<file path="src/rtl/elementwise_mult_scheduler.sv">
// Round-robin scheduler sharing LANES unsigned multipliers between M vector requesters.
// Optional perf counters (perf_jobs, perf_stall) are built when ELEMWISE_SCHED_PERF_EN is defined.
module elementwise_mult_scheduler #(
    parameter int N     = 8,
    parameter int M     = 2,
    parameter int LANES = 2
) (
    input  logic                                 clk,
    input  logic                                 rst_n,
    input  logic [M-1:0]                         req,
    input  logic [M*N*N-1:0]                     a_flat,
    input  logic [M*N*N-1:0]                     b_flat,
    output logic [M-1:0]                         gnt,
    output logic                                 busy,
    output logic                                 res_valid,
    input  logic                                 res_ready,
    output logic [((M > 1) ? $clog2(M) : 1)-1:0] res_id,
`ifdef ELEMWISE_SCHED_PERF_EN
    output logic [31:0]                          perf_jobs,
    output logic [31:0]                          perf_stall,
`endif
    output logic [2*N*N-1:0]                     res_flat
);

    localparam int IDW    = (M > 1) ? $clog2(M) : 1;
    localparam int CHUNKS = N / LANES;
    localparam int CW     = (CHUNKS > 1) ? $clog2(CHUNKS) : 1;

    generate
        if (N % LANES != 0) begin : g_lanes_check
            $error("elementwise_mult_scheduler: N must be a multiple of LANES");
        end
    endgenerate

    typedef enum logic [1:0] {IDLE, GRANT, COMPUTE, DONE} state_t;

    state_t           state;
    logic [IDW-1:0]   ptr;
    logic [CW-1:0]    chunk;
    logic [N*N-1:0]   op_a;
    logic [N*N-1:0]   op_b;

    logic [IDW-1:0]   win;
    logic [IDW-1:0]   win_hi;
    logic [IDW-1:0]   win_lo;
    logic             found_hi;
    logic             found_lo;
    int unsigned      base;
    logic [2*N-1:0]   prod [LANES];

    // Rotating priority: prefer the lowest set request above ptr, else wrap to the lowest overall.
    always_comb begin
        win_hi   = '0;
        win_lo   = '0;
        found_hi = 1'b0;
        found_lo = 1'b0;
        for (int unsigned i = 0; i < M; i++) begin
            if (req[i]) begin
                if (!found_lo) begin
                    found_lo = 1'b1;
                    win_lo   = IDW'(i);
                end
                if (!found_hi && i > 32'(ptr)) begin
                    found_hi = 1'b1;
                    win_hi   = IDW'(i);
                end
            end
        end
        win = found_hi ? win_hi : win_lo;
    end

    always_comb begin
        base = 32'(chunk) * LANES;
        for (int unsigned l = 0; l < LANES; l++) begin
            prod[l] = (2*N)'(op_a[(base + l)*N +: N]) * (2*N)'(op_b[(base + l)*N +: N]);
        end
    end

    always_ff @(posedge clk or negedge rst_n) begin
        if (!rst_n) begin
            state     <= IDLE;
            ptr       <= IDW'(M - 1);
            chunk     <= '0;
            op_a      <= '0;
            op_b      <= '0;
            gnt       <= '0;
            busy      <= 1'b0;
            res_valid <= 1'b0;
            res_id    <= '0;
            res_flat  <= '0;
        end else begin
            gnt <= '0;
            case (state)
                IDLE: begin
                    if (|req) begin
                        state  <= GRANT;
                        gnt    <= M'(1) << win;
                        op_a   <= a_flat[32'(win)*N*N +: N*N];
                        op_b   <= b_flat[32'(win)*N*N +: N*N];
                        res_id <= win;
                        chunk  <= '0;
                        busy   <= 1'b1;
                    end
                end
                GRANT: begin
                    state <= COMPUTE;
                end
                COMPUTE: begin
                    for (int unsigned l = 0; l < LANES; l++) begin
                        res_flat[(base + l)*2*N +: 2*N] <= prod[l];
                    end
                    if (chunk == CW'(CHUNKS - 1)) begin
                        state     <= DONE;
                        res_valid <= 1'b1;
                    end else begin
                        chunk <= chunk + 1'b1;
                    end
                end
                DONE: begin
                    if (res_ready) begin
                        state     <= IDLE;
                        res_valid <= 1'b0;
                        busy      <= 1'b0;
                        ptr       <= res_id;
                    end
                end
                default: state <= IDLE;
            endcase
        end
    end

`ifdef ELEMWISE_SCHED_PERF_EN
    always_ff @(posedge clk or negedge rst_n) begin
        if (!rst_n) begin
            perf_jobs  <= '0;
            perf_stall <= '0;
        end else begin
            if (res_valid && res_ready) begin
                perf_jobs <= perf_jobs + 32'd1;
            end
            if (state == DONE && !res_ready) begin
                perf_stall <= perf_stall + 32'd1;
            end
        end
    end
`endif

endmodule
</file>
<file path="config.mk">
export PLATFORM = sky130hd
export DESIGN_NAME = elementwise_mult_scheduler
export DESIGN_NICKNAME = d
export VERILOG_FILES = /design/src/rtl/elementwise_mult_scheduler.sv
export SDC_FILE = /design/constraint.sdc
export NUM_CORES = 1
export LEC_CHECK = 0
export BUFFER_PORTS_ARGS = -buffer_cell sky130_fd_sc_hd__buf_2
export CAP_MARGIN = 20
export CORE_MARGIN = 2
export CORE_UTILIZATION = 54
export DETAILED_ROUTE_END_ITERATION = 8
export HOLD_SLACK_MARGIN = 0.12
export PLACE_DENSITY = 0.9
export SLEW_MARGIN = 20
export SYNTH_ARGS = -nofsm -noshare
export SYNTH_HDL_FRONTEND = slang
export SYNTH_SLANG_ARGS = --single-unit
</file>
<file path="constraint.sdc">
create_clock -name clk -period 6.9 [get_ports clk]
set_clock_uncertainty 0.1 [all_clocks]
set_input_delay 0.69 -clock clk [delete_from_list [all_inputs] [get_ports clk]]
set_output_delay 0.69 -clock clk [all_outputs]
set_load 0.01 [all_outputs]
</file>
# [Word-level counts from Yosys, hierarchy flattened]
# Index checks and enable logic that the tools add are counted.
[classes] addsub=4 n_mul=2 magnitude_cmp=1 n_eq_ne=8 shifts=11 muxes=22 reduce_logical=11
[op_table] operator="bitwise mux 128 bit" n=2
[op_table] operator="variable shift 16 x 34 -> 128 bit, first input constant" n=2
[op_table] operator="indexed part select 128 x 8 -> 64 bit" n=2
[op_table] operator="indexed part select 16 x 34 -> 128 bit" n=2
[op_table] operator="indexed part select 64 x 33 -> 8 bit" n=2
[op_table] operator="indexed part select 64 x 7 -> 8 bit" n=2
[op_table] operator="negator 7 -> 34 bit" n=1
[op_table] operator="negator 8 -> 34 bit" n=1
[op_table] operator="multiplier 8 x 8 -> 16 bit" n=2
[op_table] operator="two-way mux 2 bit" n=7
[op_table] operator="AND reduction 3 bit" n=4
[op_table] operator="two-way mux 1 bit" n=9
[op_table] operator="inequality test 2 bit, second input constant" n=4
[op_table] operator="case mux 2 bit (4 select lines)" n=1
[op_table] operator="equality test 2 bit, second input constant" n=3
[op_table] operator="nonzero test 2 bit" n=3
[op_table] operator="adder 3 x 1 -> 4 bit, second input constant" n=1
[op_table] operator="case mux 1 bit (2 select lines)" n=2
[op_table] operator="case mux 2 bit (2 select lines)" n=1
[op_table] operator="AND reduction 2 bit" n=2
[op_table] operator="adder 2 x 1 -> 2 bit, second input constant" n=1
[op_table] operator="equality test 2 x 1 -> 1 bit, second input constant" n=1
[op_table] operator="zero test 2 bit" n=1
[op_table] operator="OR reduction 2 bit" n=1
[op_table] operator="other kinds (2)" n=2
[word_totals] ff_bits=266 in_bits=261 out_inout_bits=133 word_cells=69

# [Longest topological paths before layout]
[logic_depth] depth_word=7 ltp_mapped=19 mapped_depth_nobuf=16

# [Worst setup path after synthesis]
# OpenSTA, ideal clock, no wires.
[synth_path] kind="reg-to-reg" start="register chunk[0]" end="register res_flat[125]" arrival_ns=5.235 required_time_ns=6.678 slack_ns=1.444 path_stages_with_launch=19 n_path_buf=2 path_cell_list="dfrtp_1 buf_2 buf_2 mux4_2 and2_1 fa_1 inv_1 fa_1 inv_1 fa_1 inv_1 fa_1 inv_1 ha_1 o211ai_1 o21a_2 a211oi_1 o21ai_1 a32o_1"
[synth_via] elab_chain_cells=5 elab_cells_between_ends=15 cone_classes="3 x add/sub; 2 x mul; 8 x shift; 2 x mux"
[synth_rtl] item="start, declared" line="39" source="logic [CW-1:0] chunk;"
[synth_rtl] item="start signal, assigned" line="116" source="chunk <= chunk + 1'b1;"
[synth_rtl] item="adder 3 x 1 -> 4 bit / indexed part select 64 x 7 -> 8 bit (equally long branches)" line="75, 110"
[synth_rtl] item="indexed part select 64 x 33 -> 8 bit / multiplier 8 x 8 -> 16 bit (equally long branches)" line="75" source="prod[l] = (2*N)'(op_a[(base + l)*N +: N]) * (2*N)'(op_b[(base + l)*N +: N]);"
[synth_rtl] item="multiplier 8 x 8 -> 16 bit / indexed part select 16 x 34 -> 128 bit (equally long branches)" line="75, 110"
[synth_rtl] item="indexed part select 16 x 34 -> 128 bit / bitwise mux 128 bit (equally long branches)" line="110" source="res_flat[(base + l)*2*N +: 2*N] <= prod[l];"
[synth_rtl] item="bitwise mux 128 bit (*)" line="110"
[synth_rtl] item="end signal, assigned by index" line="110"
[synth_rtl] item="end, declared" line="22" source="output logic [2*N*N-1:0] res_flat"
# Every way passes the cells marked *; elsewhere a longest branch is shown, timed or not.
# A chain may end at the register's enable or synchronous reset.

# [Worst setup path after layout]
[layout_path] start="register chunk[0]" end="register res_flat[42]"
# Same word-level chain as after synthesis.

==> summary.txt <==
Synth
  – Register area share after synthesis: 42.1%
  – Async SR Flop Fraction: 100%
  – Main combinational cell family by area after synthesis: compound AO/OA/AOI/OAI gates
  – Mapped Area: 15800 sq um
  – Cells after Synth: 1365
  – Synth Area in Simple Gates: 7.46%
  – Synth Area in Compound Gates: 24.0%
  – Area leader, netlist: dfrtp_1
  – Post-Synth XOR/XNOR Area: 0.996%
  – Unique masters post-synth: 55
  – Mux contribution to synthesized area: 4.81%
  – Syn_area_per_cell: 11.6 sq um
  – Yosys reg bits: 266
  – Syn_nets: 1781
  – Top cell type's share of synthesized area: 41.9%
  – Number of enable flip-flop cells after synthesis: 0
  – Ranking of synthesized cells by area: dfrtp_1 42%, a22o_1 19%, fa_1 9.1%, ha_1 6.6%, mux4_2 4.6%
  – Main synth FF type: dfrtp_1
  – Yosys warnings: 0
  – Adder-Cell Fraction of Synth Area: 15.7%

Placement
  – Post-DP HPWL: 32000 um
  – Routability Congestion: 0.856
  – Port bufs: 393
  – Worst slack, placed: 764 ps

Drt
  – 1st-iter DRT viols: 961
  – Detailed Route WL: 43500 um
  – DR DRC count: 0
  – ANT nets after route: 0
  – Vias: 12763
  – First-pass DRT Iterations: 5
  – Vias per cell: 6.03
  – Avg WL per Cell: 20.5 um

Global routing
  – Total GRT Usage: 28.1%
  – Total gr overflow: 0
  – Number of global-route vias before repair: 12930
  – Initial antenna violation count: 0
  – Largest net degree at the start of global routing: 150
  – First-pass GRT wire length: 69400 um

Clock network
  – Root buffer cell: clkbuf_16
  – Sink Count: 266
  – Post-CTS sizing: 0
  – Hold_buf cts: 0
  – Clock slew at reported path FFs: 60 ps
  – Max clock buf depth: 3
  – CTS tree: done
  – Clock latency on the worst-skew pair: 550 ps
  – Setup repair bufs after CTS: 0
  – H-tree depth: 1
  – Inserted Clock Buffers: 27

STA
  – Relative slew slack: 26.5%
  – Hold Fails Final Rpt: 0
  – Slew Limit Fails: 0
  – Setup slack after layout: 708 ps
  – Period utilization: 89.7%
  – Maximum clock rate: 161 MHz
  – RSZ-0062 raised after global routing: no
  – Tmin final: 6190 ps
  – Worst Max-Slew Pin Slew: 1100 ps
  – Setup violators final: 0
  – Setup TNS: 0 ps

Finish
  – Fill count: 2146
  – Antenna diodes: 0
  – Share of cells above drive strength 1: 29.0%
  – Final nets: 2130
  – Layout area overhead: 20.5%

Critical path
  – CP Data Required Time: 7180 ps
  – Startpoint Class: register
  – WS Path Type: register to register
  – Worst-path maximum fanout: 17
  – Worst Path Arrival: 6470 ps
  – CP endpoint kind: register

Run status
  – Status: complete, no violations

Floorplanning
  – # rows: 62
  – Initial Util: 55.0%
  – Core area: 28800 sq um
  – Die area: 30700 sq um
  – Die Ht: 175 um
  – Die Width: 175 um
  – I/O pin cnt: 394

Worst hold path
  – Worst min path class: input port to async pin

Job
  – Max cap viols: 0
==> flip-flops by register name (all words and copies together) (netlist names) <==
name       cells
busy           1
chunk          2
gnt            2
op_a          64
op_b          64
ptr            1
res_flat     128
res_id         1
res_valid      1
state          2
==> per-stage QoR <==
step,hold slack (ps),cells,util (%),area [sq um]
after floorplan,294,1365,-,15800
after global placement,359,2069,62.8,18100
after detailed placement,365,2069,62.9,18100
after CTS,147,2118,66.3,19100
after global routing,172,2118,66.3,19100
final,68.9,2118,66.3,19100
==> final cells by class <==
class | instances | area (sq um) | share of cell area, %
clock inverter | 12 | 223 | 1.17
timing repair buffer | 407 | 2090 | 11.0
tap | 384 | 480 | 2.52
sequential | 266 | 6660 | 34.9
clock buffer | 37 | 763 | 4.00
multi-input combinational | 898 | 8430 | 44.2
inverter | 114 | 428 | 2.24
==> worst max-delay path, cell delays in order, from the launching register on <==
cell	delay, ps
dfrtp_2	760
buf_4	420
mux4_2	640
nand2_1	130
fa_1	450
fa_1	570
inv_1	60
fa_1	530
inv_1	50
fa_1	530
inv_1	40
ha_1	350
a21oi_1	220
o21ai_0	220
o311ai_0	720
o21ai_0	220
==> cells by family (layout without fill, tap and decap cells) <==
| family | after synthesis | count (layout) |
|---|---|---|
| adders and majority gates | 155 | 155 |
| buffers and inverters | 201 | 570 |
| AOI/OAI and AO/OA | 467 | 467 |
| muxes | 36 | 36 |
| xor gates and xnor gates | 18 | 18 |
| DFF | 266 | 266 |
| and+or+nand+nor | 222 | 222 |
==> synth_stat cells, drive strengths merged (2+ instances only) <==
cell type and instances:
nor2 8, o21a 4, and2 103, nor3 7, a22o 346, a41oi 3
mux4 32, nand4 4, fa 72, ha 83, clkbuf 56, nor4b 2
or3 5, dfrtp 265, mux2i 3, a32o 4, o31ai 4, inv 114
xor2 5, a21boi 3, xnor2 13, a22oi 2, o211ai 7, buf 31
o311ai 2, a21o 6, nand2 87, o21ai 48, a211oi 8, a21oi 25
or4b 2
==> worst paths after layout <==
path / startpoint / to / slack, ps / depth (start not counted)
worst max-delay path: chunk[0] / res_flat[42] / 710 / 15
worst min register to register: res_flat[60] / res_flat[60] / 380 / 2
worst max register to register: chunk[0] / res_flat[42] / 710 / 15
worst min-delay path: rst_n / res_flat[75] / 70 / 1
max in group asynchronous: rst_n / op_b[60] / 5310 / 2
min in group clk: a_flat[63] / op_a[63] / 340 / 3
==> routing by layer <==
layer | GRT usage, % | part of all wire [%]
met5 | 0 | 0
met4 | 6.63 | 1.9
met3 | 3.63 | 6.4
met2 | 45.3 | 47
met1 | 40.9 | 44
==> cells in the final DEF (no fill, tap or decap), types with 7 or more instances in the layout <==
cell,n
fa_1,72
xnor2_1,13
nand2_1,87
clkbuf_16,27
mux4_2,32
dfrtp_1,263
buf_2,392
inv_1,113
a211oi_1,7
ha_1,82
a21oi_1,24
buf_4,13
nor3_1,7
a22o_1,346
o21ai_0,42
and2_1,103
o211ai_1,7
Power is not shown: default switching activity piles up to over one toggle a cycle in this logic, so the estimate is an artifact.
